`config.mk`:
```
export PLATFORM = sky130hd
export DESIGN_NAME = uart_rx_mmio
export DESIGN_NICKNAME = d
export VERILOG_FILES = /design/src/rtl/uart_rx_mmio.sv
export SDC_FILE = /design/constraint.sdc
export NUM_CORES = 1
export LEC_CHECK = 0
export BUFFER_PORTS_ARGS = -buffer_cell sky130_fd_sc_hd__buf_4
export CORE_MARGIN = 1
export CORE_UTILIZATION = 57
export CTS_CLUSTER_SIZE = 16
export DETAILED_ROUTE_END_ITERATION = 10
export PLACE_DENSITY = 0.79
export SKIP_LAST_GASP = 1
export SYNTH_ARGS = -nofsm -noshare
export SYNTH_HDL_FRONTEND = slang
export SYNTH_SLANG_ARGS = --single-unit
```
`constraint.sdc`:
```
create_clock -name clk -period 3.25 [get_ports clk]
set_input_delay 0.65 -clock clk [delete_from_list [all_inputs] [get_ports clk]]
set_output_delay 0.65 -clock clk [all_outputs]
set_load 0.02 [all_outputs]
```
`src/rtl/uart_rx_mmio.sv`:
```
// uart_rx_mmio: 8N1 UART receiver feeding a small FIFO, read through a two-register load-only MMIO window.
module uart_rx_mmio #(
   parameter int CLOCK_FREQ = 125_000_000,
   parameter int BAUD_RATE = 115_200,
   parameter int FIFO_DEPTH = 8
) (
   input  logic        clk,
   input  logic        rst,
   input  logic        serial_in,
   input  logic [31:0] addr,
   input  logic        ld_en,
   output logic [31:0] dout,
   output logic        rx_irq
);
   localparam int SAMPLE_TIME = CLOCK_FREQ / BAUD_RATE;
   localparam int HALF = SAMPLE_TIME / 2;
   localparam int CW = $clog2(SAMPLE_TIME) + 1;
   localparam int PW = $clog2(FIFO_DEPTH);
   localparam logic [CW-1:0] HALF_END = CW'(HALF - 1);
   localparam logic [CW-1:0] BIT_END = CW'(SAMPLE_TIME - 1);
   localparam logic [PW:0] FULL = (PW + 1)'(FIFO_DEPTH);
   localparam logic [31:0] A_STATUS = 32'h8000_0000;
   localparam logic [31:0] A_RXDATA = 32'h8000_0004;
   typedef enum logic [1:0] {IDLE, START, DATA, STOP} state_t;
   state_t state, state_n;
   logic s1, rxs, rxs_d;
   logic [CW-1:0] cnt, cnt_n;
   logic [2:0] idx, idx_n;
   logic [7:0] sh, sh_n;
   logic push, bad_stop;
   logic [7:0] mem [FIFO_DEPTH];
   logic [PW-1:0] wp, rp;
   logic [PW:0] fcnt, fcnt_n;
   logic status_rd, pop, wr, nonempty, ovf, ferr, ovf_n, ferr_n;
   logic [31:0] rd_data;
   always_comb begin
      state_n = state;
      cnt_n = cnt + 1'b1;
      idx_n = idx;
      sh_n = sh;
      push = 1'b0;
      bad_stop = 1'b0;
      case (state)
         // a start needs a 1->0 edge, so a line left low after a bad stop bit cannot rearm
         IDLE: begin
            cnt_n = '0;
            if (rxs_d && !rxs) state_n = START;
         end
         START: if (cnt == HALF_END) begin
            cnt_n = '0;
            idx_n = '0;
            state_n = rxs ? IDLE : DATA;
         end
         DATA: if (cnt == BIT_END) begin
            cnt_n = '0;
            sh_n = {rxs, sh[7:1]};
            idx_n = idx + 1'b1;
            if (idx == 3'd7) state_n = STOP;
         end
         STOP: if (cnt == BIT_END) begin
            cnt_n = '0;
            push = rxs;
            bad_stop = !rxs;
            state_n = IDLE;
         end
         default: state_n = IDLE;
      endcase
   end
   always_comb begin
      nonempty = fcnt != '0;
      status_rd = ld_en && addr == A_STATUS;
      pop = ld_en && addr == A_RXDATA && nonempty;
      wr = push && (fcnt != FULL || pop);
      fcnt_n = fcnt + (PW + 1)'(wr) - (PW + 1)'(pop);
      ovf_n = (push && fcnt == FULL && !pop) || (ovf && !status_rd);
      ferr_n = bad_stop || (ferr && !status_rd);
      rd_data = status_rd ? {28'b0, ferr, ovf, nonempty, 1'b0} : pop ? {24'b0, mem[rp]} : 32'b0;
   end
   always_ff @(posedge clk or negedge rst) begin
      if (!rst) begin
         s1 <= 1'b1;
         rxs <= 1'b1;
         rxs_d <= 1'b1;
         state <= IDLE;
         cnt <= '0;
         idx <= '0;
         sh <= '0;
         wp <= '0;
         rp <= '0;
         fcnt <= '0;
         ovf <= 1'b0;
         ferr <= 1'b0;
         dout <= '0;
         rx_irq <= 1'b0;
      end else begin
         s1 <= serial_in;
         rxs <= s1;
         rxs_d <= rxs;
         state <= state_n;
         cnt <= cnt_n;
         idx <= idx_n;
         sh <= sh_n;
         wp <= wr ? wp + 1'b1 : wp;
         rp <= pop ? rp + 1'b1 : rp;
         fcnt <= fcnt_n;
         ovf <= ovf_n;
         ferr <= ferr_n;
         dout <= ld_en ? rd_data : dout;
         rx_irq <= fcnt_n != '0;
      end
   end
   always_ff @(posedge clk) begin
      if (wr) mem[wp] <= sh;
   end
endmodule

```
==> results.cfg <==
[setup_path]
crit_path_frequent_cell = inv_1
r2r_cells = 12
required_ns = 3.63
crit_fanout = 6
reg2reg_to = rx_irq
end_kind = flop
ff2ff_setup_slack_ns = 0.24
crit_type = reg -> reg
cpLargestDelayFamily = simple AND/OR/NAND/NOR gates
worstPathArrival_ns = 3.39
slowest_stage = or4_1
rr_startpoint = cnt[0]
crit_chain = inv_1, ha_1, and4b_1, nand3_2, nor2_4, nand3_1, nand2_1, ha_1, inv_1, fa_1, inv_1, or4_1
path_buf_inv = 3
slowest_delay_ns = 0.50
setup.worst_path.start_class = flop

[synth]
synth_edf_count = 64
ys_warn_count = 0
avgSynthCellArea_um2 = 15.1
synth_seq_cells = 113
synth_cell_types = 53
synthCells = 332
netlist_area_mm2 = 0.00501
synth_seq_area_share_pct = 63.0
ys.flop_type = edfxtp_1
async_reset_ff_share_pct = 43.4

[place]
globalplace.congestion = 0.785
place_hpwl_um = 5980
portBuffers = 44

[clock_tree]
clockRootBuffer = clkbuf_8
clock_sinks = 113
cts_buffers = 17
post_cts_buffers = 0
cts_tree = yes
htree_levels = 4
clkTransAtPathRegs_ns = 0.05
clock_latency_ns = 0.51
cts_buffer_depth = 2
post_cts_resized = 0
hold_buffers = 0

[power]
power.total_mw = 3.47
irDropWorstVdd_v = 0.000413
powerDensity_mw_per_mm2 = 580
cellLeakagePower_nw = 2.59

[routing]
via_per_inst = 5.73
first_pass_iters = 5
post_drt_wl_per_cell_um = 19.0
ant_nets = 0
totalWireLength_um = 9800
drt_iter0_drc = 183
post-route-drc-count = 0
via_count = 2959

[final_layout]
drive_gt1_share_pct = 30.9
final_nets = 447
area_delta_synth_final_pct = 19.6
diodes = 0
final_common_cell = edfxtp_1
layout_common_cells = 64 x edfxtp_1, 57 x buf_4, 46 x dfrtp_1
regArea_mm2 = 0.00315
fill_cells = 500
multiInputGateArea_mm2 = 0.00167

[timing]
hold_violations = 0
tightest_slew_ns = 0.836
slew_violations = 0
setup_tns_ns = 0
setup-violations-final = 0
maxSlewHeadroom_pct = 44.3
finClkSkew_ns = 0.00967
rsz0062_at_grt = false
fin_crit_sh_pct = 92.7
clock.fmax_mhz = 332
fin_crit_ns = 3.01

[grt]
grt_max_degree = 50
grt_pass1_wl_um = 15500
overflow = 0
grt_usage_pct = 24.4
antenna_found_initial = 0
grt_pass1_vias = 2985

[min_path]
hp-class = in -> async

[die]
die_width_um = 95.7
die_area_mm2 = 0.00916
start_util_pct = 60.0
io_pins = 69
fp-row-count = 33
fp.coreArea_mm2 = 0.00834
die_height_um = 95.7

[run]
maxCapViolations = 0

[run_status]
status = complete, no violations
-- area by class of cell --
cell class,count,share of cell area [%]
multi-input cells,198,28.0
clock inverters,14,2.38
repair buffers,57,7.15
well taps,105,2.19
inverters,11,0.690
flip-flops and latches,113,52.6
clock buffers,18,6.98
-- cells by family after synthesis --
kind of cell | synth area share (%)
AO/OA/AOI/OAI | 4.20
buffers and inverters | 5.32
other | 0.0749
AND/OR/NAND/NOR | 9.47
flip-flops | 63.0
adder cells (fa/ha/maj) | 3.40
XOR/XNOR | 2.80
multiplexers | 11.8
-- through the flow --
step | cell area [µm²] | util (%) | std cells | hold slack [ns] | setup WS (ns)
4_1_cts | 5990 | 71.8 | 516 | 0.159 | 0.242
6_report | 5990 | 71.8 | 516 | 0.152 | 0.238
2_1_floorplan | 5090 | - | 355 | 0.345 | 0.232
3_5_place_dp | 5430 | 65.1 | 484 | 0.347 | 0.0921
3_3_place_gp | 5430 | 65.1 | 484 | 0.346 | 0.130
5_1_grt | 5990 | 71.8 | 516 | 0.199 | 0.0657
-- worst max path at each step --
| stage | startpoint | end | slack (ns) | depth (start not counted) |
|---|---|---|---|---|
| after floorplan | addr[16] | rx_irq | 0.23 | 11 |
| after detailed placement | addr[7] | rx_irq | 0.09 | 11 |
| after global routing | cnt[0] | rx_irq | 0.07 | 12 |
| after global placement | addr[23] | rx_irq | 0.13 | 11 |
| after CTS | cnt[0] | rx_irq | 0.24 | 12 |
| final | cnt[0] | rx_irq | 0.24 | 12 |
-- flip-flops by register name, indices dropped and copies added, names as in the netlist, named ones only --
register,count
cnt,12
dout,8
fcnt,4
ferr,1
idx,3
mem,64
ovf,1
rp,3
rx_irq,1
rxs,1
rxs_d,1
s1,1
sh,8
state,1
wp,3
-- routing by layer --
layer / global-route usage (%) / vias to the layer above / wire (µm)
li1: - / 1328 / -
met1: 29.6 / 1474 / 3720
met4: 9.33 / 0 / 156
met2: 41.3 / 142 / 5110
met5: 0 / - / 0
met3: 7.50 / 15 / 815
-- synth_stat cells, types with 6 or more instances --
cell type	count	area share, %
edfxtp_1	64	38
nand2_1	9	0.67
mux4_2	16	7.2
inv_1	11	0.82
buf_4	24	3.6
dfrtp_1	46	23
nor4_1	7	0.87
mux2_2	11	2.5
nor2_1	25	1.9
mux2i_1	9	1.8
nand3_1	9	0.90
xor2_1	6	1.0
xnor2_1	10	1.7
ha_1	12	3.0
-- power by group --
| group | internal [mW] | switching [mW] |
|---|---|---|
| clock | 1.08 | 0.628 |
| sequential | 1.54 | 0.0431 |
| combinational | 0.0765 | 0.0980 |
(Power assumes the default switching activity.)
